`config.mk`:
```
export PLATFORM = sky130hd
export DESIGN_NAME = memory2
export DESIGN_NICKNAME = d
export VERILOG_FILES = /design/src/rtl/memory2.sv
export SDC_FILE = /design/constraint.sdc
export NUM_CORES = 1
export LEC_CHECK = 0
export CAP_MARGIN = 10
export CORE_ASPECT_RATIO = 0.9
export CORE_UTILIZATION = 39
export DETAILED_ROUTE_END_ITERATION = 6
export GPL_TIMING_DRIVEN = 0
export PLACE_DENSITY = 0.82
export SLEW_MARGIN = 20
export SYNTH_ARGS = -nofsm -noshare
export SYNTH_HDL_FRONTEND = slang
export SYNTH_SLANG_ARGS = --single-unit
```
`constraint.sdc`:
```
create_clock -name clk -period 3.9 [get_ports clk]
set_input_delay 0.78 -clock clk [delete_from_list [all_inputs] [get_ports clk]]
set_output_delay 0.78 -clock clk [all_outputs]
set_load 0.05 [all_outputs]
```
`src/rtl/memory2.sv`:
```
// memory2: second memory pipeline stage, between Memory1 and writeback.
// Takes the dcache load response, aligns and extends the load data, picks
// the rd write data, forwards it to decode/execute and hands the instruction
// and its exception state to writeback. A load stays in the stage until its
// data arrives. One early response can be buffered. The response of a
// flushed load is swallowed.

package memory2_pkg;
  typedef logic [31:0] u32_t;

  localparam logic [1:0] MEM_BYTE = 2'd0;
  localparam logic [1:0] MEM_HALF = 2'd1;
  localparam logic [1:0] MEM_WORD = 2'd2;

  typedef struct packed {
    logic       valid;
    logic       data_valid;
    logic [4:0] idx;
    u32_t       data;
  } forward_req_t;

  typedef struct packed {
    logic       valid;
    logic       is_mem;
    logic       is_store;
    logic       is_signed;
    logic [1:0] mem_size;
    logic [1:0] byte_en;
    logic       is_wr_rd;
    logic       is_wr_rd_pc_plus4;
    logic [4:0] rd;
    u32_t       pc_plus4;
    u32_t       ex_out;
  } memory1_memory2_pass_t;

  typedef struct packed {
    logic       valid;
    logic [4:0] cause;
    u32_t       tval;
  } excp_pass_t;

  typedef struct packed {
    logic       valid;
    logic       is_wr_rd;
    logic [4:0] rd;
    u32_t       wr_data;
  } memory2_writeback_pass_t;
endpackage

module memory2
  import memory2_pkg::*;
(
  input  logic                    clk,
  input  logic                    rst_n,
  input  logic                    dcache_data_valid,
  input  logic [31:0]             dcache_rdata,
  output forward_req_t            fwd_req,
  input  logic                    flush,
  input  logic                    next_rdy_in,
  output logic                    rdy_in,
  input  memory1_memory2_pass_t   pass_in,
  input  excp_pass_t              excp_pass_in,
  output memory2_writeback_pass_t pass_out,
  output excp_pass_t              excp_pass_out
);

  localparam logic [1:0] ST_IDLE  = 2'd0;
  localparam logic [1:0] ST_WAIT  = 2'd1;
  localparam logic [1:0] ST_DRAIN = 2'd2;

  memory1_memory2_pass_t pass_in_q;
  excp_pass_t            excp_pass_in_q;
  logic [1:0]            state_q, state_d;
  logic                  data_got_q, data_got_d;
  logic [31:0]           data_buf_q, data_buf_d;

  logic                  is_load_s;
  logic                  dvalid_eff_s;
  logic                  mem2_flush_s;
  logic                  mem2_stall_s;
  logic                  rdy_in_s;
  logic                  out_valid_s;
  logic [31:0]           load_raw_s;
  logic [7:0]            load_byte_s;
  logic [15:0]           load_half_s;
  logic [31:0]           load_aligned_s;
  logic [31:0]           wr_data_s;

  // Stage control: load detection, stall/flush and handshake towards Memory1.
  always_comb begin
    is_load_s    = pass_in_q.is_mem & ~pass_in_q.is_store & ~excp_pass_in_q.valid;
    // A pulse seen while draining belongs to a flushed load and is ignored.
    dvalid_eff_s = dcache_data_valid & (state_q != ST_DRAIN);
    mem2_flush_s = flush | ~pass_in_q.valid;
    mem2_stall_s = ~next_rdy_in
                 | (is_load_s & ~data_got_q & ~dvalid_eff_s)
                 | (state_q == ST_DRAIN);
    rdy_in_s     = (mem2_flush_s & (state_q != ST_DRAIN)) | ~mem2_stall_s;
    out_valid_s  = ~mem2_flush_s & ~mem2_stall_s;
  end

  // Load data selection, byte/halfword alignment and sign/zero extension.
  always_comb begin
    load_raw_s = dvalid_eff_s ? dcache_rdata : data_buf_q;
    case (pass_in_q.byte_en)
      2'd0:    load_byte_s = load_raw_s[7:0];
      2'd1:    load_byte_s = load_raw_s[15:8];
      2'd2:    load_byte_s = load_raw_s[23:16];
      default: load_byte_s = load_raw_s[31:24];
    endcase
    if (pass_in_q.byte_en[1]) begin
      load_half_s = load_raw_s[31:16];
    end else begin
      load_half_s = load_raw_s[15:0];
    end
    case (pass_in_q.mem_size)
      MEM_BYTE: load_aligned_s = {{24{pass_in_q.is_signed & load_byte_s[7]}}, load_byte_s};
      MEM_HALF: load_aligned_s = {{16{pass_in_q.is_signed & load_half_s[15]}}, load_half_s};
      MEM_WORD: load_aligned_s = load_raw_s;
      default:  load_aligned_s = load_raw_s;
    endcase
  end

  // rd write data selection plus outputs towards writeback and forwarding.
  always_comb begin
    if (pass_in_q.is_wr_rd_pc_plus4) begin
      wr_data_s = pass_in_q.pc_plus4;
    end else if (is_load_s) begin
      wr_data_s = load_aligned_s;
    end else begin
      wr_data_s = pass_in_q.ex_out;
    end
    rdy_in             = rdy_in_s;
    pass_out.valid     = out_valid_s;
    pass_out.is_wr_rd  = pass_in_q.is_wr_rd;
    pass_out.rd        = pass_in_q.rd;
    pass_out.wr_data   = wr_data_s;
    excp_pass_out       = excp_pass_in_q;
    excp_pass_out.valid = excp_pass_in_q.valid & out_valid_s;
    fwd_req.valid      = pass_in_q.is_wr_rd & (pass_in_q.rd != 5'd0) & ~mem2_flush_s;
    fwd_req.idx        = pass_in_q.rd;
    fwd_req.data       = wr_data_s;
    fwd_req.data_valid = ~is_load_s | data_got_q | dvalid_eff_s;
  end

  // Next state for the load-response FSM and the early-response buffer.
  always_comb begin
    state_d = state_q;
    case (state_q)
      ST_IDLE: begin
        if (pass_in_q.valid & is_load_s & ~data_got_q & ~dcache_data_valid) begin
          // A load flushed before its response arrives must still drain it.
          state_d = flush ? ST_DRAIN : ST_WAIT;
        end else begin
          state_d = ST_IDLE;
        end
      end
      ST_WAIT: begin
        if (dcache_data_valid) begin
          state_d = ST_IDLE;
        end else if (flush) begin
          state_d = ST_DRAIN;
        end else begin
          state_d = ST_WAIT;
        end
      end
      ST_DRAIN: begin
        if (dcache_data_valid) begin
          state_d = ST_IDLE;
        end else begin
          state_d = ST_DRAIN;
        end
      end
      default: state_d = ST_IDLE;
    endcase

    if (rdy_in_s | flush) begin
      data_got_d = 1'b0;
    end else if (dvalid_eff_s) begin
      data_got_d = 1'b1;
    end else begin
      data_got_d = data_got_q;
    end

    if (dvalid_eff_s) begin
      data_buf_d = dcache_rdata;
    end else begin
      data_buf_d = data_buf_q;
    end
  end

  // Input register; a flush while the stage cannot accept kills the held op.
  always_ff @(posedge clk or negedge rst_n) begin
    if (!rst_n) begin
      pass_in_q.valid <= 1'b0;
    end else if (rdy_in_s) begin
      pass_in_q      <= pass_in;
      excp_pass_in_q <= excp_pass_in;
    end else if (flush) begin
      pass_in_q.valid <= 1'b0;
    end
  end

  // FSM state and response buffer registers.
  always_ff @(posedge clk or negedge rst_n) begin
    if (!rst_n) begin
      state_q    <= ST_IDLE;
      data_got_q <= 1'b0;
      data_buf_q <= 32'd0;
    end else begin
      state_q    <= state_d;
      data_got_q <= data_got_d;
      data_buf_q <= data_buf_d;
    end
  end

endmodule

```
Word-level counts from Yosys, hierarchy flattened
Cells that the tools add are included.

Bits in writable memories: 0. Bits in read-only memories: 0. Memories kept: 0. Input port bits: 154. Bits in latches: 0. Flip-flop bits (word level): 152.

Eq/ne operators: 6. Multiplexer cells: 15. Add/sub/neg operators: 0. Reduce and logical (&&, ||, !) cells: 7. $mul: 0. Divide/modulo/power cells: 0. Shifts and indexed selects: 0. Bitwise operators: 32. Magnitude comparators: 0.

Operator list (count): $mux 32 (3); $pmux 32 s2 (1); $pmux 8 s3 (1); $mux 16 (1); $and 1x1->1 (15); $not 1->1 (10); $mux 2 (4); $or 1x1->1 (7); $eq 2x1->1 const B (3); $logic_not 2->1 (3); $pmux 2 s3 (1); $reduce_bool 5->1 (1); $eq 2x2->1 const B (2); $mux 1 (4); $reduce_bool 2->1 (2); $ne 2x2->1 const B (1); $reduce_and 2->1 (1).

Logic depth before layout (Yosys ltp)
Depth after elaboration: 11. Gate-level depth with buffers: 10. Depth with buffers taken out: 6.

Worst setup path after synthesis
Ideal clock, no wire load.

Path type: input -> register. Start: in dcache_data_valid. End: reg excp_pass_in_q[37] in the netlist's numbering (enable). Required time: 3412 ps. Arrival: 4505 ps. Path buffers: 0. Stages: 3. Setup slack: -1092 ps. Path through: o31ai_1 -> a21oi_1 -> and2_1.

Longest elaborated chain between the ends: 8.

RTL lines: start: declaration (RTL line 55) `input logic dcache_data_valid,`; $and 1x1->1 (RTL line 93) `dvalid_eff_s = dcache_data_valid & (state_q != ST_DRAIN);`; $not 1->1 (RTL line 96) `| (is_load_s & ~data_got_q & ~dvalid_eff_s)`; $and 1x1->1 (RTL line 96); $or 1x1->1 (RTL line 96); $or 1x1->1 (RTL line 97) `| (state_q == ST_DRAIN);`; $not 1->1 (RTL line 98) `rdy_in_s = (mem2_flush_s & (state_q != ST_DRAIN)) | ~mem2_stall_s;`; $or 1x1->1 (RTL line 98); net rdy_in (RTL line 60) `output logic rdy_in,`; $reduce_and 2->1 (no source line); end signal: assignment (RTL line 198) `excp_pass_in_q <= excp_pass_in;`; end: declaration (RTL line 72) `excp_pass_t excp_pass_in_q;`.

The timed path passes the listed nets, and every way through them passes these cells. A chain may end at the register's enable or synchronous reset.

==> impl_results.md <==
* Status: completed
* P_sw at 0.001392 W
* Area share of the largest cell type after synthesis at 52.46%
* CTS tree: yes
* Top delay family on crit path: buffers and inverters
* Worst EP arrival at 3.08 ns
* Final Hold Fails at 0
* RSZ-0062 raised after global routing: true
* Clk buf depth at 2
* Layout Utilization at 62.15%
* Die span in y at 125.8 µm
* Setup crit end kind: primary output
* Syn_area_per_cell at 13.28 µm²
* Router iterations before antenna repair at 4
* Final setup fails at 0
* I/O pins at 271
* Power per Cell Area at 476.2 nW/µm²
* Reg area at 4384 µm²
* Worst slew pin tran at 0.5644 ns
* Htree depth at 4
* Leak at 4.105 nW
* Delay of the slowest cell on the worst path at 0.51 ns
* Post-synth top area cell: edfxtp_1
* Clk sinks at 152
* Port Buffer Count at 270
* First-pass GRT wire length at 28.63 mm
* Ant diodes at 0
* Hold Crit Class: input pin to asynchronous set/reset pin
* PnR worst setup slack at 0.03782 ns
* Synth Register Bits at 152
* CTS Buf Count at 17
* Crit Path Max Fanout at 2
* Routed Antenna Nets at 0
* Startpoint Class: input pin
* DRT iter0 DRCs at 288
* Wirelength per Cell at 18.38 µm
* Share of power burned in combinational logic at 23.7%
* Crit-path slowest cell: dlygate4sd2_1
* Placer Congestion at 0.8394
* Setup TNS at 0 ns
* CORE AREA at 16410 µm²
* GR Util All Layers at 21.98%
* # rows at 44
* Clock insertion delay at the later pin of the skew report at 0.42 ns
* Vias in the first global route at 5336
* Final Hold Slack at 0.1860 ns
* Worst vdd ir at 0.0003697 V
* Drt drc at 0
* Initial antenna violation count at 0
* Fmax at 258.9 MHz
* Post-synth top flop: edfxtp_1
* Post-synthesis cell type count at 49
* Gr ovfl total at 0
* Max Slew Vio Count at 0
* Worst slack at placement at -0.8427 ns
* Main area contributors after synthesis: edfxtp_1 (52%), dfrtp_1 (14%), buf_4 (9.3%)
* Async SR Flop Fraction at 23.68%
* Netlist Area Pre-Place at 6640 µm²
* Starting Density at 40.47%
* Share of cells above drive strength 1 at 27.01%
* Die Area at 17550 µm²
* Via count at 5007
* Sw frac at 28.68%
* Number of synthesized flops with an enable pin at 116
* Placed cell area at 9674 µm²
* DRT Wirelength at 18.64 mm
* CP cell instances: clkdlybuf4s50_1 > nor2b_1 > a2111oi_1 > o21ai_1 > nand3_1 > or2_2 > a21oi_1 > buf_4 > dlygate4sd2_1
* Post-synthesis sequential area ratio at 66.03%
* Root Buffer: clkbuf_16
* Final setup skew at 0.008405 ns
* MaxCap Viol Count at 0
* Worst EP required at 3.12 ns
* Area grow syn2layout at 53.55%
* Yosys Warn Count at 0
* Largest net degree at the start of global routing at 58
* Clock transition at path regs at 0.06 ns
* Mapped Nets at 654
* Most common cell after layout, fill and taps aside: clkdlybuf4s50_1
* Int Pwr at 0.003463 W
* Width of the die at 139.5 µm
* Cells after Synth at 500
* Layout Nets at 949
* Flop pwr share at 39.8%
* Non-Filler Cell Area, Final at 10200 µm²
* Setup CP Type: input pin to primary output
* Multi-input gate area at 1558 µm²
* Clk pwr share at 36.5%
* Rel. slew slack at 62.38%
* Post-route clock period utilization at 99.03%
* HPWL Detailed at 14.01 mm
* Via-to-Cell Ratio at 4.938
* Crit path buf inv count at 3
* Fill cell instance count of the final layout at 1286
* Min Tclk post-route at 3.862 ns
* Most frequent cells in the layout: clkdlybuf4s50_1 (204), edfxtp_1 (116), buf_4 (85), nand2_1 (81), dfrtp_1 (36)
-- routing by layer --
metal	vias to the layer above	GRT usage (%)	wire length, µm	share of wire (%)
met3	20	7.529	1469	7.9
met5	-	0	0	0
li1	2370	-	-	-
met1	2404	24.92	7206	39
met4	0	8.145	371	2.0
met2	213	38.43	9587	51
-- final timing paths --
kind                                  start                end  slack (ns)  depth (start not counted)
max                        dcache_rdata[23]        pass_out[7]        0.04                          9
min                                   rst_n      data_buf_q[3]        0.19                          1
max reg2reg                   pass_in_q[76]  excp_pass_out[23]        1.66                          5
min reg2reg                   data_buf_q[2]      data_buf_q[2]        0.47                          2
max in group asynchronous             rst_n     data_buf_q[25]        3.30                          2
min in group clk              data_buf_q[2]      data_buf_q[2]        0.47                          2
-- synth_stat cells (2+ instances only) --
| cell type | count |
|---|---|
| a221oi_1 | 9 |
| a21oi_1 | 35 |
| buf_2 | 5 |
| a22oi_1 | 7 |
| nor3b_1 | 2 |
| clkbuf_1 | 14 |
| buf_4 | 82 |
| nand2b_1 | 2 |
| nor2b_1 | 4 |
| and2_1 | 2 |
| mux2i_1 | 7 |
| o221ai_1 | 7 |
| or3_1 | 2 |
| a22o_1 | 2 |
| a221o_1 | 8 |
| nor2_1 | 4 |
| a31oi_1 | 7 |
| nand2_1 | 81 |
| a21oi_2 | 2 |
| edfxtp_1 | 116 |
| o211ai_1 | 2 |
| mux4_2 | 7 |
| inv_2 | 2 |
| inv_1 | 12 |
| o22ai_1 | 17 |
| o21ai_0 | 3 |
| or3b_2 | 2 |
| dfrtp_1 | 36 |
-- stage by stage --
step           instances  total power [W]
5_1_grt             1014         0.005026
2_1_floorplan        500         0.002679
4_1_cts             1013         0.004910
3_3_place_gp         977         0.003131
3_5_place_dp         980         0.003160
6_report            1014         0.004856
-- state kept, by name, indices dropped and copies added (netlist names) --
signal          flops
pass_in_q          73
state_q             2
pass_out            1
excp_pass_in_q      1
excp_pass_out      37
data_buf_q         32
fwd_req             5
data_got_q          1
-- area by class of cell --
type / instances / share of cell area [%]
clock buffers: 18 / 4.209
clock inverters: 13 / 1.988
flip-flops and latches: 152 / 43.00
well taps: 207 / 2.540
repair buffers: 276 / 25.44
inverters: 14 / 0.5154
multi-input cells: 232 / 15.28
plain buffers: 102 / 7.032
-- power groups by stage --
stage | Sequential [W] | Combinational [W] | Clock [W]
after global routing | 0.00194 | 0.00121 | 0.00187
after CTS | 0.00193 | 0.00117 | 0.00180
after global placement | 0.00196 | 0.00117 | 0
after detailed placement | 0.00196 | 0.00120 | 0
after floorplan | 0.00196 | 0.000724 | 0
final | 0.00193 | 0.00115 | 0.00177
-- cells by family (layout without fill, tap and decap cells) --
family | Yosys count | after routing | synth area share (%)
buffers and inverters | 116 | 423 | 11.40
AOI/OAI and AO/OA | 110 | 110 | 11.72
DFF | 152 | 152 | 66.03
and+or+nand+nor | 106 | 106 | 7.028
muxes | 16 | 16 | 3.825
-- worst reg2reg max path: stages (launching register included) --
cell      delay (ns)
edfxtp_1        0.41
or3b_2          0.54
o31ai_1         0.32
a21oi_1         0.16
and2_4          0.26
buf_16          0.23
-- timing repair --
| item | 4_1_cts | 5_1_grt |
|---|---|---|
| resized for setup | 203 | 85 |
| hold buffers | 0 | 0 |
| setup endpoints to repair | 64 | 57 |
| pin swaps | 2 | 3 |
| buffers inserted | 2 | 1 |
(Power assumes the default switching activity.)
